===== src/rtl/req_ack_monitor.sv =====
// req_ack_monitor: per-channel req/ack latency checker with pass/fail/abort/cover statistics
// Ports:
//   clk, rst         clock and asynchronous active-high reset
//   en, clr          monitor enable and synchronous counter clear
//   req, ack, abort  per-channel request, acknowledge and accept-on condition
//   pending          channel has an open attempt
//   fail, cover_hit  one-cycle pulses on timeout and on a req ##1 ack match
//   *_cnt            saturating event counters summed over all channels
module req_ack_monitor #(
    parameter int NUM_CH  = 4,
    parameter int MAX_LAT = 1,
    parameter int CNT_W   = 16
) (
    input  logic              clk,
    input  logic              rst,
    input  logic              en,
    input  logic              clr,
    input  logic [NUM_CH-1:0] req,
    input  logic [NUM_CH-1:0] ack,
    input  logic [NUM_CH-1:0] abort,
    output logic [NUM_CH-1:0] pending,
    output logic [NUM_CH-1:0] fail,
    output logic [NUM_CH-1:0] cover_hit,
    output logic [CNT_W-1:0]  pass_cnt,
    output logic [CNT_W-1:0]  fail_cnt,
    output logic [CNT_W-1:0]  abort_cnt,
    output logic [CNT_W-1:0]  cover_cnt
);
    localparam int KW = $clog2(MAX_LAT + 1);
    localparam int SW = CNT_W + 6;

    typedef enum logic {IDLE = 1'b0, WAIT = 1'b1} state_t;

    state_t            state   [NUM_CH];
    state_t            state_n [NUM_CH];
    logic   [KW-1:0]   k       [NUM_CH];
    logic   [KW-1:0]   k_n     [NUM_CH];
    logic [NUM_CH-1:0] prev_req;
    logic [NUM_CH-1:0] ev_pass, ev_fail, ev_abort, ev_cover, done, restart;

    // Adds every event bit of one kind at once, clamping at all-ones.
    function automatic logic [CNT_W-1:0] sat_add(input logic [CNT_W-1:0] c, input logic [NUM_CH-1:0] ev);
        logic [SW-1:0] s;
        s = SW'(c);
        for (int i = 0; i < NUM_CH; i++) s = s + SW'(ev[i]);
        return (s > SW'({CNT_W{1'b1}})) ? {CNT_W{1'b1}} : s[CNT_W-1:0];
    endfunction

    assign ev_cover = ack & prev_req;
    assign restart  = req & ~abort;

    always_comb begin
        for (int i = 0; i < NUM_CH; i++) begin
            ev_abort[i] = abort[i] & (req[i] | state[i] == WAIT);
            ev_pass[i]  = state[i] == WAIT && !abort[i] && ack[i];
            ev_fail[i]  = state[i] == WAIT && !abort[i] && !ack[i] && k[i] == KW'(MAX_LAT);
            done[i]     = state[i] == IDLE || ev_abort[i] || ev_pass[i] || ev_fail[i];
            // A resolving edge doubles as a request-sampling edge; otherwise req is ignored in WAIT.
            state_n[i]  = done[i] ? (restart[i] ? WAIT : IDLE) : WAIT;
            k_n[i]      = done[i] ? (restart[i] ? KW'(1) : KW'(0)) : k[i] + KW'(1);
        end
    end

    always_ff @(posedge clk or posedge rst) begin
        if (rst) begin
            for (int i = 0; i < NUM_CH; i++) begin
                state[i] <= IDLE;
                k[i]     <= '0;
            end
            prev_req  <= '0;
            pending   <= '0;
            fail      <= '0;
            cover_hit <= '0;
            pass_cnt  <= '0;
            fail_cnt  <= '0;
            abort_cnt <= '0;
            cover_cnt <= '0;
        end else begin
            for (int i = 0; i < NUM_CH; i++) begin
                state[i]   <= en ? state_n[i] : IDLE;
                k[i]       <= en ? k_n[i] : '0;
                pending[i] <= en && state_n[i] == WAIT;
            end
            prev_req  <= en ? req : '0;
            fail      <= en ? ev_fail : '0;
            cover_hit <= en ? ev_cover : '0;
            if (clr) begin
                pass_cnt  <= '0;
                fail_cnt  <= '0;
                abort_cnt <= '0;
                cover_cnt <= '0;
            end else if (en) begin
                pass_cnt  <= sat_add(pass_cnt, ev_pass);
                fail_cnt  <= sat_add(fail_cnt, ev_fail);
                abort_cnt <= sat_add(abort_cnt, ev_abort);
                cover_cnt <= sat_add(cover_cnt, ev_cover);
            end
        end
    end
endmodule


===== config.mk =====
export PLATFORM = sky130hd
export DESIGN_NAME = req_ack_monitor
export DESIGN_NICKNAME = d
export VERILOG_FILES = /design/src/rtl/req_ack_monitor.sv
export SDC_FILE = /design/constraint.sdc
export NUM_CORES = 1
export LEC_CHECK = 0
export BUFFER_PORTS_ARGS = -buffer_cell sky130_fd_sc_hd__buf_4
export CORE_MARGIN = 2
export CORE_UTILIZATION = 57
export CTS_BUF_LIST = sky130_fd_sc_hd__clkbuf_4 sky130_fd_sc_hd__clkbuf_8
export DETAILED_ROUTE_END_ITERATION = 7
export GPL_TIMING_DRIVEN = 0
export HOLD_SLACK_MARGIN = 0.05
export PLACE_DENSITY = 0.82
export SLEW_MARGIN = 20
export SYNTH_ARGS = -nofsm -noshare
export SYNTH_HDL_FRONTEND = slang
export SYNTH_SLANG_ARGS = --single-unit

===== constraint.sdc =====
create_clock -name clk -period 3.8 [get_ports clk]
set_input_delay 0.76 -clock clk [delete_from_list [all_inputs] [get_ports clk]]
set_output_delay 0.76 -clock clk [all_outputs]
set_load 0.05 [all_outputs]

==> reports/results.md, run 1 <==
| Group | Result | This run |
|:---|:---|:---|
| run status | Run status | complete, no violations |
| detailed routing | Avg WL per Cell | 17.6 um |
| cells and area | Area Overhead vs Synth | 23.6% |
| worst setup path | Worst Path Max Fanout | 10 |
| cells and area | Ratio of cells with drive above 1 in the final layout | 0.206 |
| pwr | Power density of the placed cells | 335 nW/um^2 |
| worst setup path | Depth of the worst register-to-register path | 10 |
| clock network | Resized cells post-CTS | 0 |
| global routing | Largest net degree at the start of global routing | 53 |
| clock network | CTS H-tree depth | 3 |
| worst setup path | Most frequent cell on the critical path | fa_1 |
| logic synthesis | Number of distinct library cells after synthesis | 52 |
| floorplanning | Count of pins on the block boundary | 92 |
| logic synthesis | Number of enable flip-flop cells after synthesis | 0 |
| clock network | Sinks on Clock Net | 84 |
| cells and area | Area taken by flip-flops and latches | 2100 um^2 |
| logic synthesis | Post-Synth Simple-Gate Area | 0.246 |
| worst setup path | Master of the slowest instance on the critical path | fa_1 |
| clock network | Clock buffer depth | 2 |
| sta | Final Slew Violations | 0 |
| worst setup path | Data required time at the worst endpoint | 4060 ps |
| logic synthesis | Post-synthesis instance area | 4490 um^2 |
| logic synthesis | Largest family of logic cells by synthesized area | simple AND/OR/NAND/NOR gates |
| logic synthesis | Synth Area in XOR/XNOR | 0.00195 |
| clock network | Post-CTS Hold Fix Bufs | 0 |
| clock network | Clock edge transition at the registers on the reported setup and hold paths | 90 ps |
| logic synthesis | Post-Syn Area per Cell | 9.61 um^2 |
| logic synthesis | Sequential area share after synthesis | 0.468 |
| min path | Worst hold path class | primary input to asynchronous set/reset pin |
| floorplanning | Number of cell rows | 32 |
| logic synthesis | Yosys synthesis warning count | 0 |
| sta | Setup Viol. Count Final | 0 |
| place | Dpl hpwl | 8380 um |
| sta | Setup repair after global routing missed its margin | no |
| cells and area | Multi-input gate area in the final layout | 2230 um^2 |
| floorplanning | Die X | 92.7 um |
| detailed routing | Residual antenna-violating net count after detailed routing | 0 |
| detailed routing | Count of unresolved DRC violations after routing | 0 |
| worst setup path | Worst r2r dst | abort_cnt[9] |
| logic synthesis | Cell type with the highest aggregate area in the netlist | dfrtp_1 |
| floorplanning | Core Box Area | 7690 um^2 |
| logic synthesis | Number of nets produced by synthesis | 499 |
| logic synthesis | Async SR Flop Fraction | 1.00 |
| cells and area | # diodes | 0 |
| clock network | Number of buffers created by CTS | 9 |
| logic synthesis | Number of storage elements in the synthesis netlist | 84 |
| global routing | Vias in the first global route | 3,811 |
| worst setup path | Sort of element at the start of the critical path | primary input |
| worst setup path | Biggest cell delay along the critical path | 510 ps |
| pwr | IR drop worst, VDD | 231 uV |
| sta | Final hold violation count | 0 |
| pwr | Final Total Pwr | 1.86 mW |
| worst setup path | Crit Path Class | primary input to flip-flop |
| detailed routing | First DRT Iteration DRCs | 323 |
| global routing | Tot GR Track Use | 0.281 |
| cells and area | Most common cell after layout, fill and taps aside | buf_4 |
| logic synthesis | Prevailing post-synth register cell | dfrtp_1 |
| logic synthesis | Top cells by area, synth | dfrtp_1 (47%), fa_1 (5.4%), nor2_1 (5.1%), a31oi_1 (3.3%), nor3_1 (3.2%) |
| logic synthesis | Synthesized instance count | 467 |
| worst setup path | Worst-case register-to-register setup slack | 470 ps |
| cells and area | Commonest cells after routing, fill and taps aside | buf_4 (90), dfrtp_1 (84), nor2_1 (61), nor3_1 (29), nand2_1 (28) |
| clock network | Postcts setup bufs | 0 |
| detailed routing | Total routed wirelength | 11,900 um |
| detailed routing | Via density | 6.22 |
| worst setup path | Crit path arrival time | 3680 ps |
| place | Placer congestion estimate | 0.909 |
| logic synthesis | Share of the synthesized area in compound gates (AO/OA/AOI/OAI) | 0.169 |
| place | Number of port buffers | 90 |
| logic synthesis | Multiplexer area fraction after synthesis | 0.0156 |
| worst setup path | Reg-to-Reg Start | pending[2] |
| pwr | Static Leak | 2.59 nW |
| floorplanning | Die Span Y | 92.7 um |
| sta | Max frequency | 293 MHz |
| sta | Portion of the clock cycle consumed by the worst path in the final layout | 0.899 |
| sta | Slew @ Worst Pin | 665 ps |
| clock network | Clock latency reported for the late side of the worst-skew pair | 360 ps |
| sta | Worst clock skew | 16.0 ps |
| cells and area | Final Instance Count excl. Fillers | 676 |
| sta | Time the final worst path needs with I/O delays and setup | 3420 ps |
| floorplanning | Starting density of the core | 0.584 |
| sta | Slew Limit Headroom | 0.557 |
| job | Max capacitance violation total | 0 |
| worst setup path | Setup crit start | req[2] |
| logic synthesis | Yosys top cell area share | 0.468 |
| cells and area | Post-layout net count | 601 |
| worst setup path | Capture point of the worst path | abort_cnt[9] |
| worst setup path | Ordered cell list for the critical path | buf_4 -> o21ai_0 -> fa_1 -> fa_1 -> inv_1 -> fa_1 -> nand2_1 -> or4_1 -> buf_2 -> buf_6 -> a311oi_2 |
| worst setup path | Endpoint class of the critical path | flip-flop |
| clock network | CTS Root Cell | clkbuf_8 |
| place | Cells after DPL | 660 |
| floorplanning | Area enclosed by the die boundary | 8600 um^2 |
| detailed routing | Detailed-routing iteration count for the pre-antenna-repair pass | 5 |
| global routing | Antenna violations before repair | 0 |
| detailed routing | Number of vias after detailed routing | 4,204 |
| clock network | TritonCTS clock tree | built |
| logic synthesis | Adder-cell share of the synthesized area | 0.0647 |
| global routing | Wire length of the first global-routing pass | 18,900 um |
| global routing | Global route overflow | 0 |
| cells and area | Fill cell instance count of the final layout | 593 |
## state kept, by name, summed over array words and instances (netlist names)
| signal | flops |
|---|---|
| abort_cnt | 16 |
| cover_cnt | 16 |
| fail_cnt | 16 |
| pass_cnt | 16 |
| cover_hit | 4 |
| fail | 4 |
| k | 4 |
| pending | 4 |
| prev_req | 4 |
## per-stage QoR
stage | worst slack [ps] | hold WS (ps) | utilization | cell area [um^2] | setup TNS [ps]
after CTS | 384 | 413 | 0.722 | 5550 | 0
after global placement | -152 | 486 | 0.688 | 5290 | -12310
after floorplan | 463 | 475 | - | 4490 | 0
after detailed placement | 5.52 | 490 | 0.692 | 5320 | 0
final | 384 | 398 | 0.722 | 5550 | 0
after global routing | 281 | 429 | 0.722 | 5550 | 0
## synth_stat cells, drive strengths merged, types with 2 or more instances
cell    count
ha          4
o21ai      16
and3       16
o21bai     10
and2        9
nand3      16
nor2       61
dfrtp      84
nand3b      4
fa         12
a311oi     12
nor3b       5
mux2i       7
o21a        2
clkbuf     17
inv        18
a211oi     16
nand2      28
a31oi      24
nor3       30
nor2b       8
a21o        3
nand2b      3
and4       11
nand4      12
buf         3
and4b       2
a21oi      15
a41oi       3
nor4        2
## layout make-up
| cell class | instances | share of cell area |
|---|---|---|
| multi-input combinational | 344 | 0.402 |
| sequential | 84 | 0.379 |
| timing repair buffer | 91 | 0.127 |
| clock buffer | 12 | 0.0275 |
| tap | 102 | 0.0230 |
| buffer | 20 | 0.0151 |
| inverter | 19 | 0.0133 |
| clock inverter | 4 | 0.0131 |
## metal layers
metal	part of all wire	up-vias	wire, um	track usage
li1	-	1925	-	-
met1	0.42	2059	4990	0.389
met2	0.49	203	5820	0.453
met3	0.071	17	838	0.0423
met4	0.018	0	218	0.105
met5	0	-	0	0
## critical path: cells and delay by family
kind,cells,cell delay (ps)
buffers and inverters,4,520
AOI/OAI and AO/OA,2,560
adders and majority gates,3,1210
and+or+nand+nor,2,620
## where the power goes
part           switching [mW]  internal (mW)  total, mW
sequential             0.0162          0.908      0.924
clock                   0.325          0.402      0.727
combinational           0.140         0.0652      0.205
## logic make-up after synthesis
family | Yosys count
AND/OR/NAND/NOR | 212
buffers and inverters | 39
adder cells (fa/ha/maj) | 16
AO/OA/AOI/OAI | 108
multiplexers | 7
flip-flops | 84
XOR/XNOR | 1
## how the worst min path moves through the flow
stage                      from      endpoint  cells after the start
detailed placement  prev_req[2]  cover_hit[2]                      1
floorplan           prev_req[0]  cover_hit[0]                      1
global placement    prev_req[2]  cover_hit[2]                      1
finish                      rst       fail[2]                      2
CTS                         rst       fail[2]                      2
global route                rst       fail[2]                      2
No activity file was read; power rests on OpenSTA's default activity.
==> run 2: changes to the inputs <==
--- a/config.mk
+++ b/config.mk
@@ -6,7 +6,8 @@
 export NUM_CORES = 1
 export LEC_CHECK = 0
+export ABC_AREA = 1
 export BUFFER_PORTS_ARGS = -buffer_cell sky130_fd_sc_hd__buf_4
 export CORE_MARGIN = 2
-export CORE_UTILIZATION = 57
+export CORE_UTILIZATION = 58
 export CTS_BUF_LIST = sky130_fd_sc_hd__clkbuf_4 sky130_fd_sc_hd__clkbuf_8
 export DETAILED_ROUTE_END_ITERATION = 7
==> constraint.sdc (replaced) <==
create_clock -name clk -period 3.8 [get_ports clk]
set_input_delay 0.76 -clock clk [delete_from_list [all_inputs] [get_ports clk]]
set_output_delay 0.76 -clock clk [all_outputs]
set_load 0.02 [all_outputs]
==> reports/results.md, run 2 <==
| Group | Result | This run |
|:---|:---|:---|
| floorplanning | Starting density of the core | 0.595 |
| detailed routing | Residual antenna-violating net count after detailed routing | 0 |
| worst setup path | Crit Path Class | primary input to flip-flop |
| detailed routing | Detailed-routing iteration count for the pre-antenna-repair pass | 5 |
| logic synthesis | Yosys synthesis warning count | 0 |
| sta | Setup repair after global routing missed its margin | no |
| pwr | Final Total Pwr | 1.85 mW |
| floorplanning | Die X | 98.3 um |
| global routing | Tot GR Track Use | 0.296 |
| min path | Worst hold path class | primary input to asynchronous set/reset pin |
| logic synthesis | Number of nets produced by synthesis | 736 |
| worst setup path | Endpoint class of the critical path | flip-flop |
| clock network | Sinks on Clock Net | 84 |
| global routing | Wire length of the first global-routing pass | 23,400 um |
| sta | Worst clock skew | 13.4 ps |
| sta | Max frequency | 314 MHz |
| logic synthesis | Async SR Flop Fraction | 1.00 |
| sta | Setup Viol. Count Final | 0 |
| pwr | Power density of the placed cells | 296 nW/um^2 |
| logic synthesis | Post-Syn Area per Cell | 7.33 um^2 |
| cells and area | Fill cell instance count of the final layout | 746 |
| cells and area | Commonest cells after routing, fill and taps aside | nand2_1 (275), buf_4 (92), dfrtp_1 (84), inv_1 (68), nand3_1 (57) |
| clock network | Resized cells post-CTS | 0 |
| clock network | CTS Root Cell | clkbuf_8 |
| clock network | Postcts setup bufs | 0 |
| detailed routing | Via density | 5.58 |
| logic synthesis | Cell with the most instances after synthesis | nand2_1 |
| cells and area | Final core area utilization | 0.718 |
| sta | Slew @ Worst Pin | 636 ps |
| detailed routing | Count of unresolved DRC violations after routing | 0 |
| place | Placer congestion estimate | 0.913 |
| job | Max capacitance violation total | 0 |
| sta | Final worst setup slack | 615 ps |
| detailed routing | Number of vias after detailed routing | 5,137 |
| sta | Final Slew Violations | 0 |
| logic synthesis | Post-synthesis instance area | 5160 um^2 |
| floorplanning | Die Span Y | 98.3 um |
| run status | Run status | complete, no violations |
| floorplanning | Number of cell rows | 34 |
| cells and area | # diodes | 0 |
| logic synthesis | Sequential area share after synthesis | 0.407 |
| logic synthesis | Prevailing post-synth register cell | dfrtp_1 |
| place | Dpl hpwl | 10,200 um |
| clock network | Clock latency reported for the late side of the worst-skew pair | 360 ps |
| detailed routing | Total routed wirelength | 13,800 um |
| global routing | Vias in the first global route | 5,082 |
| place | Post-Place Cell Area | 6000 um^2 |
| floorplanning | Count of pins on the block boundary | 92 |
| logic synthesis | Top cells by area, synth | dfrtp_1 (41%), nand2_1 (20%), nand3_1 (5.5%), inv_1 (5.0%), fa_1 (4.7%) |
| pwr | IR drop worst, VDD | 210 uV |
| clock network | Clock edge transition at the registers on the reported setup and hold paths | 90 ps |
| cells and area | Area Overhead vs Synth | 20.7% |
| worst setup path | Data required time at the worst endpoint | 4090 ps |
| sta | Slew Limit Headroom | 0.576 |
| sta | Time the final worst path needs with I/O delays and setup | 3190 ps |
| clock network | TritonCTS clock tree | built |
| detailed routing | Avg WL per Cell | 14.9 um |
| detailed routing | First DRT Iteration DRCs | 319 |
| global routing | Largest net degree at the start of global routing | 49 |
| clock network | Clock buffer depth | 2 |
| pwr | Static Leak | 3.32 nW |
| logic synthesis | Synthesized instance count | 704 |
| logic synthesis | Ranking of synthesized cells by instance count | nand2_1 (275), dfrtp_1 (84), inv_1 (69) |
| clock network | CTS H-tree depth | 3 |
| worst setup path | Crit path arrival time | 3480 ps |
| clock network | Post-CTS Hold Fix Bufs | 0 |
| clock network | Number of buffers created by CTS | 9 |
| floorplanning | Core Box Area | 8680 um^2 |
| place | Number of port buffers | 91 |
| logic synthesis | Number of enable flip-flop cells after synthesis | 0 |
| cells and area | Most common cell after layout, fill and taps aside | nand2_1 |
| logic synthesis | Number of distinct library cells after synthesis | 32 |
| sta | Final hold violation count | 0 |
| place | Post-placement setup slack | 256 ps |
| floorplanning | Area enclosed by the die boundary | 9670 um^2 |
| logic synthesis | Yosys top cell area share | 0.407 |
| cells and area | Final Instance Count excl. Fillers | 920 |
| cells and area | Post-layout net count | 839 |
| worst setup path | Sort of element at the start of the critical path | primary input |
| worst setup path | Worst-case register-to-register setup slack | 760 ps |
| cells and area | Ratio of cells with drive above 1 in the final layout | 0.190 |
| cells and area | Layout Cell Area excl Fill | 6230 um^2 |
| worst setup path | Worst Path Max Fanout | 10 |
| logic synthesis | Cell type with the highest aggregate area in the netlist | dfrtp_1 |
| place | Cells after DPL | 904 |
| global routing | Antenna violations before repair | 0 |
| global routing | Global route overflow | 0 |
| sta | Portion of the clock cycle consumed by the worst path in the final layout | 0.838 |
| logic synthesis | Number of storage elements in the synthesis netlist | 84 |
## run 2: cells by family after synthesis
kind of cell / after synthesis / synth area share
and+or+nand+nor: 423 / 0.355
buffers and inverters: 94 / 0.0746
DFF: 84 / 0.407
AOI/OAI and AO/OA: 78 / 0.0919
adders and majority gates: 16 / 0.0562
xor gates and xnor gates: 9 / 0.0153
## run 2: final timing paths
path	end	start	depth (start not counted)
worst max-delay path	fail_cnt[5]	abort[2]	18
worst min-delay path	fail_cnt[9]	rst	2
worst max register to register	abort_cnt[14]	pending[2]	14
worst min register to register	cover_hit[2]	prev_req[2]	2
max in group asynchronous	abort_cnt[11]	rst	3
min in group clk	cover_hit[2]	prev_req[2]	2
## run 2: critical path: stages
cell and delay (ps):
buf_4 120, inv_1 60, nand2_1 50, nor2_1 120, nand2_1 150, fa_1 500, fa_1 400, inv_1 110
fa_1 210, nand2_2 60, inv_2 80, nand3_2 130, nor2_4 200, nand3_4 130, buf_6 170, o21ai_1 70
nand2_1 60, nand2_1 70
## run 2: metal layers
layer,track usage,vias to the layer above,wire [um]
met3,0.0515,32,913
met2,0.492,202,6770
met1,0.391,2471,5700
met5,0,-,0
met4,0.107,0,365
li1,-,2432,-
## run 2: cell type report
class                      count  area (um^2)  share of cell area
clock buffer                   9          124              0.0199
multi-input combinational    526         2680               0.429
inverter                      75          284              0.0456
clock inverter                 7          105              0.0169
buffer                        19          104              0.0167
timing repair buffer          92          703               0.113
sequential                    84         2100               0.337
tap                          108          135              0.0217
## run 2: through the flow
stage	setup TNS (ps)	hold WS (ps)
after floorplan	0	461
after global placement	-9340	492
after detailed placement	0	490
after CTS	0	499
after global routing	0	525
final	0	493
## run 2: power breakdown
part	internal, mW	switching (mW)
registers	0.908	0.0143
clock network	0.382	0.367
logic	0.0568	0.118
